`config.mk`:
```
export PLATFORM = sky130hd
export DESIGN_NAME = rs_dec_arbiter
export DESIGN_NICKNAME = d
export VERILOG_FILES = /design/src/rtl/rs_dec_arbiter.sv
export SDC_FILE = /design/constraint.sdc
export NUM_CORES = 1
export LEC_CHECK = 0
export ABC_AREA = 1
export BUFFER_PORTS_ARGS = -buffer_cell sky130_fd_sc_hd__buf_2
export CAP_MARGIN = 20
export CORE_MARGIN = 3
export CORE_UTILIZATION = 42
export DETAILED_ROUTE_END_ITERATION = 16
export GPL_TIMING_DRIVEN = 0
export HOLD_SLACK_MARGIN = 0.12
export PLACE_DENSITY = 0.75
export SLEW_MARGIN = 40
export SYNTH_ARGS = -nofsm -noshare
export SYNTH_HDL_FRONTEND = slang
export SYNTH_SLANG_ARGS = --single-unit
```
`constraint.sdc`:
```
create_clock -name clk -period 1.3 [get_ports clk]
set_input_delay 0.26 -clock clk [delete_from_list [all_inputs] [get_ports clk]]
set_output_delay 0.26 -clock clk [all_outputs]
set_load 0.02 [all_outputs]
```
`src/rtl/rs_dec_arbiter.sv`:
```
// rs_dec_arbiter: round-robin arbiter sharing one RS decoder between two requesters, one job in flight.
// Optional macro RS_DEC_ARBITER_STATS_EN adds saturating per-requester grant counters.
module rs_dec_arbiter #(
    parameter int DEC_LAT = 4
) (
    input  logic        clk,
    input  logic        reset,
    input  logic        req0_valid,
    input  logic [20:0] req0_codeword,
    output logic        req0_ready,
    input  logic        req1_valid,
    input  logic [20:0] req1_codeword,
    output logic        req1_ready,
    output logic        dec_enable,
    output logic [20:0] dec_codeword,
    input  logic [8:0]  dec_decoded,
    output logic        out_valid,
    output logic [8:0]  out_data,
    output logic        out_id,
`ifdef RS_DEC_ARBITER_STATS_EN
    output logic [7:0]  grant_cnt0,
    output logic [7:0]  grant_cnt1,
`endif
    input  logic        out_ready
);
    typedef enum logic [1:0] {IDLE, ISSUE, WAIT, DONE} state_t;
    state_t state, state_nxt;
    logic rr_ptr;
    logic [3:0] cnt;
    logic any_req, gnt;
    assign any_req = req0_valid || req1_valid;
    // rr_ptr only breaks ties; a lone requester always wins
    assign gnt = (req0_valid && req1_valid) ? rr_ptr : req1_valid;
    always_ff @(posedge clk) begin
        state <= reset ? IDLE : state_nxt;
    end
    always_comb begin
        state_nxt = (state == IDLE)  ? (any_req ? ISSUE : IDLE) :
                    (state == ISSUE) ? WAIT :
                    (state == WAIT)  ? ((cnt == 4'd1) ? DONE : WAIT) :
                                       (out_ready ? IDLE : DONE);
    end
    // reset gates the strobes combinationally so it wins within its own cycle
    always_comb begin
        req0_ready = !reset && state == IDLE && any_req && !gnt;
        req1_ready = !reset && state == IDLE && any_req && gnt;
        dec_enable = !reset && state == ISSUE;
        out_valid  = !reset && state == DONE;
    end
    always_ff @(posedge clk) begin
        if (reset) begin
            rr_ptr       <= 1'b0;
            cnt          <= 4'd0;
            dec_codeword <= 21'd0;
            out_data     <= 9'd0;
            out_id       <= 1'b0;
        end else begin
            if (req0_ready || req1_ready) begin
                dec_codeword <= gnt ? req1_codeword : req0_codeword;
                out_id       <= gnt;
            end
            if (state == ISSUE)
                cnt <= 4'(DEC_LAT);
            else if (state == WAIT)
                cnt <= cnt - 4'd1;
            if (state == WAIT && cnt == 4'd1)
                out_data <= dec_decoded;
            if (out_valid && out_ready)
                rr_ptr <= ~out_id;
        end
    end
`ifdef RS_DEC_ARBITER_STATS_EN
    always_ff @(posedge clk) begin
        if (reset) begin
            grant_cnt0 <= 8'd0;
            grant_cnt1 <= 8'd0;
        end else begin
            grant_cnt0 <= (req0_ready && grant_cnt0 != 8'hff) ? grant_cnt0 + 8'd1 : grant_cnt0;
            grant_cnt1 <= (req1_ready && grant_cnt1 != 8'hff) ? grant_cnt1 + 8'd1 : grant_cnt1;
        end
    end
`endif
endmodule

```
# [Word-level counts from Yosys, hierarchy flattened]
# Index checks and enable logic that the tools add are counted.
[op_classes] add_sub_neg=1 multipliers=0 div_mod_pow=0 magnitude_cmp=0 eq_ne=4 shifts=0 muxes=10 bitwise_logic=1 n_reduce_logical=16
[op_table] operator="21-bit two-way mux" n=1
[op_table] operator="1-bit logical AND" n=9
[op_table] operator="2-bit two-way mux" n=4
[op_table] operator="3-bit two-way mux" n=2
[op_table] operator="2-bit == test (second input constant)" n=2
[op_table] operator="4-bit by 1-bit == test with 1-bit output (second input constant)" n=1
[op_table] operator="4-bit by 1-bit subtractor with 4-bit output (second input constant)" n=1
[op_table] operator="1-bit two-way mux" n=3
[op_table] operator="2-bit by 1-bit == test with 1-bit output (second input constant)" n=1
[op_table] operator="1-bit zero test" n=2
[op_table] operator="2-bit zero test" n=1
[op_table] operator="1-bit logical OR" n=2
[op_table] operator="2-bit nonzero test" n=1
[op_table] operator="2-bit OR reduction" n=1
[op_table] operator="1-bit NOT" n=1
[word_totals] regBits=38 latchBits=0 ram_bits=0 rom_bits=0 inputBits=56 out_inout_bits=35 elab_cells=39 memories=0

# [Longest topological paths before layout]
[logic_depth] word_depth=5 mapped_depth=8 ltp_nobuf=7

# [Worst setup path before layout]
# Ideal clock, no wire load.
[synth_path] kind="register -> output" startpoint="register state[0]" endpoint="output req0_ready" arrival_time_ns=1.311 required_time_ns=1.040 setup_slack_ns=-0.271 stages_incl_launch_ff=8 path_buffers=1 cell_sequence="dfxtp_1 -> inv_1 -> ha_1 -> nand2_4 -> nor2_8 -> inv_4 -> buf_6 -> a21oi_1"
[synth_between] elab_chain_len=4
[synth_lines] element="start, declared" line_no="27" rtl="state_t state, state_nxt;"
[synth_lines] element="start signal, assigned" line_no="35" rtl="state <= reset ? IDLE : state_nxt;"
[synth_lines] element="2-bit zero test" line_no="45" rtl="req0_ready = !reset && state == IDLE && any_req && !gnt;"
[synth_lines] element="1-bit logical AND (3 in series)" line_no="45"
[synth_lines] element="end, declared" line_no="10" rtl="output logic req0_ready,"
# No other way between the ends.

# [Worst setup path after layout]
# Same ends and word-level chain as after synthesis.

==> flow_results.org <==
** CTS
- The later pin in the worst-skew pair is clocked with a latency of 0.30 ns.
- Clock transition time at the flip-flop clock pins of the worst setup and hold paths :: 0.08 ns
- TritonCTS Buffers :: 5
- CTS tree :: built
- Counting every sink on the clock net gives 38.
- Counting along the longest clock path gives a buffer depth of 2.
- CTS H-Tree Depth :: 2
- Root buffer cell :: sky130_fd_sc_hd__clkbuf_8
- Buffers inserted to repair hold after CTS numbered 0.

** Drt
- Total number of vias :: 2,234
- Number of iterations in the first detailed-routing pass :: 4
- The detailed router finished its first iteration with 101 violations.
- After detailed routing, the number of remaining DRC violations is 0.
- WL per Instance :: 13.6 um
- Ratio of routed vias to standard cells :: 4.88
- Wire length after detailed routing :: 6230 um
- Once detail routing completed, the nets flagged for antenna violations numbered 0.

** Power
- Cell-internal power :: 0.00265 W
- Clock network fraction of total power :: 31.8%
- Per report_power, the sequential group accounts for 34.9% of the total.
- Proportion of total power due to net switching :: 30.6%
- For this design the total switching power over the nets is 0.00117 W.
- Max IR drop VDD :: 0.716 mV
- Per report_power, the combinational group accounts for 33.3% of the total.
- Dividing total power by cell area gives a power density of 1170 nW/um^2.
- Total design power :: 0.00382 W
- The analysis attributes to cell leakage a power of 1.64 nW.

** Placement
- Port buffering added 88 buffers.
- Once detailed placement completed, the half-perimeter wirelength came to 3740 um.
- Routability cong. :: 0.785
- Cell Area, Placed :: 2570 sq um
- The number of placed instances, taps included, is 427.

** Yosys
- Most frequently used cell type in the post-synthesis netlist :: sky130_fd_sc_hd__inv_1
- Synthesized instance count :: 287
- Of the total synthesized cell area, the portion taken by AND, OR, NAND and NOR gates is 31.6%.
- The share of the Yosys chip area taken by registers is 37.4%.
- Cell taking the most area after synthesis :: sky130_fd_sc_hd__dfxtp_1
- Count of flip-flops with a built-in enable after synthesis :: 0
- Of the total synthesized cell area, the portion taken by XOR and XNOR cells is 0%.
- The synthesized netlist devotes 3.69% of its cell area to adder and majority cells.
- The most used flip-flop cell after synthesis is sky130_fd_sc_hd__dfxtp_1.
- Each instance of the synthesized netlist takes up on average 7.08 sq um.
- Number of flip-flops and latches in the synthesized netlist :: 38
- Summing the areas of all compound-gate instances in the mapped netlist gives 11.6% of the synthesized area.
- Post-synthesis net count :: 349
- Commonest cells in the netlist :: sky130_fd_sc_hd__inv_1, sky130_fd_sc_hd__nand2_1, sky130_fd_sc_hd__dfxtp_1, sky130_fd_sc_hd__nand3_1, sky130_fd_sc_hd__nor2_1
- Of all flip-flops after synthesis, the portion carrying an async set or reset was 0%.
- After synthesis the cells add up to 2030 sq um.
- Measured against the total synthesized area, the mux share comes to 0%.
- Yosys attributes the largest share of cell area to sky130_fd_sc_hd__dfxtp_1, sky130_fd_sc_hd__inv_1, sky130_fd_sc_hd__nand2_1.
- The netlist uses 22 different library cells.
- Largest family of logic cells by synthesized area :: simple AND/OR/NAND/NOR gates
- The Yosys step of the flow raised 0 warnings.
- Of the post-synthesis cell area, the dominant cell type holds 37.4%.

** Min path
- In this run the worst hold path is classified as in -> reg.

** GRT
- Summed over all layers, the global routing overflow is 0.
- The initial antenna violation count was 0.
- Total routing usage reported by global routing :: 20.2%
- Vias in the first global route :: 1,949
- Wire length of the first global-routing pass :: 8680 um
- Entering global routing, the biggest net connects 14 pins.

** STA
- After routing, the total negative slack on setup checks comes to -6.09 ns.
- Setup violations remaining at the end of the flow were counted as 28.
- Minimum clock period :: 1.63 ns
- On the final layout, the worst hold slack is 0.163 ns.
- The final-report max-slew violation count is 0.
- Based on the critical path, the design can be clocked at up to 615 MHz.
- Largest clock skew in the final design :: 0.0131 ns
- Setup repair after global routing could not meet its margin everywhere.
- In this run the tightest slew margin relative to its limit is 49.6%.
- Final hold violation count :: 0
- Worst Max-Slew Pin Slew :: 0.756 ns
- Share of the clock period used by the worst path :: 125%
- Worst-case setup margin in the final layout :: -0.327 ns

** Finish
- 0 antenna diodes ended up in the layout.
- The finished cells cover 3260 sq um.
- Layout cell share with drive strength beyond 1 :: 51.0%
- The layout has 336 filler cells.
- Area added between synthesis and finish :: 60.4%
- At the end of the flow, the number of nets in the layout was 467.
- Finished Layout Cells :: 458

** Worst setup path
- Required time worst endpoint :: 1.04 ns
- The critical path is of the reg -> out type.
- STA classifies the critical path startpoint as a flop.
- Arrival time at the worst endpoint :: 1.37 ns
- Crit. End Element :: primary output
- Of all nets on the critical path, the largest fanout is 4.

** Die
- Die extent in x :: 75.6 um
- The die covers 5710 sq um.
- Total core area :: 4500 sq um
- After floorplanning, the core was divided into 24 placement rows.
- The die is 75.6 um tall.
- For this configuration, the core starts out at a cell density of 45.1%.
- For this design the top-level I/O count stands at 91.

** Status
- The flow ran to the end, but the final reports show violations.
- Failing checks :: negative setup slack

** Run
- Maximum Capacitance Violations :: 0
==> worst max-delay path: stages, from the launching register on <==
cell and delay, ns:
sky130_fd_sc_hd__dfxtp_2 0.34, sky130_fd_sc_hd__inv_2 0.08, sky130_fd_sc_hd__ha_4 0.15, sky130_fd_sc_hd__nand2_4 0.06, sky130_fd_sc_hd__nor2_8 0.12, sky130_fd_sc_hd__inv_8 0.06
sky130_fd_sc_hd__a21oi_4 0.12, sky130_fd_sc_hd__buf_6 0.13
==> timing repair <==
action,in CTS,in global routing
setup endpoints to repair,33,38
pin swaps,7,9
resized for setup,33,61
gates cloned,3,1
buffers inserted,12,10
==> path summary, 6_finish.rpt <==
check                                       from                to  slack [ns]  cells after the start
worst min-delay path                       reset  dec_codeword[13]        0.16                      2
worst min register to register  dec_codeword[10]  dec_codeword[10]        0.46                      2
worst max register to register          state[0]   dec_codeword[4]       -0.28                     11
worst max-delay path                    state[0]        req0_ready       -0.33                      7
==> flip-flops by register name (all words and copies together), names as in the netlist <==
signal,count
dec_codeword,21
cnt,4
out_id,1
rr_ptr,1
state,2
out_data,9
==> power by group through the flow <==
stage | clock network, W | logic (W) | registers (W)
6_report | 0.00121 | 0.00127 | 0.00133
5_1_grt | 0.00128 | 0.00136 | 0.00134
4_1_cts | 0.00123 | 0.00107 | 0.00132
3_5_place_dp | 0 | 0.000828 | 0.00135
3_3_place_gp | 0 | 0.000808 | 0.00135
2_1_floorplan | 0 | 0.000501 | 0.00142
==> metrics by stage <==
stage | utilization [%] | setup WS (ns)
6_report | 72.4 | -0.327
5_1_grt | 72.4 | -0.367
4_1_cts | 66.3 | -0.288
3_5_place_dp | 57.1 | -0.211
3_3_place_gp | 57.1 | -0.194
2_1_floorplan | - | -0.0485
==> kinds of logic (layout without fill, tap and decap cells) <==
kind of cell / after synthesis / after routing
AO/OA/AOI/OAI: 39 / 39
adder cells (fa/ha/maj): 6 / 6
buffers and inverters: 71 / 190
flip-flops: 38 / 38
AND/OR/NAND/NOR: 133 / 133
==> layer usage <==
layer	GRT usage (%)	vias up	wire length [um]
met5	0	-	0
met4	8.54	0	143
met3	5.15	13	324
met2	34.4	75	3130
met1	24.1	1019	2630
li1	-	1127	-
==> layout make-up <==
| class | instances | area, sq um | share of cell area, % |
|---|---|---|---|
| Inverter | 55 | 221 | 6.79 |
| Clock buffer | 5 | 68.8 | 2.11 |
| Sequential cell | 38 | 763 | 23.4 |
| Tap cell | 52 | 65.1 | 1.99 |
| Multi-Input combinational cell | 178 | 1190 | 36.4 |
| Buffer | 15 | 130 | 3.99 |
| Timing Repair Buffer | 112 | 757 | 23.2 |
| Clock inverter | 3 | 68.8 | 2.11 |
==> cells in the final DEF, fill, tap and decap left out, types with 9 or more instances in the layout <==
master	n
sky130_fd_sc_hd__buf_2	85
sky130_fd_sc_hd__nand3_2	15
sky130_fd_sc_hd__o21ai_2	9
sky130_fd_sc_hd__a21oi_2	17
sky130_fd_sc_hd__inv_1	49
sky130_fd_sc_hd__nor2_1	28
sky130_fd_sc_hd__dfxtp_1	36
sky130_fd_sc_hd__nand3_1	30
sky130_fd_sc_hd__buf_4	14
sky130_fd_sc_hd__nand2_2	12
sky130_fd_sc_hd__nand2_1	35
sky130_fd_sc_hd__buf_6	13
(Power assumes the default switching activity.)
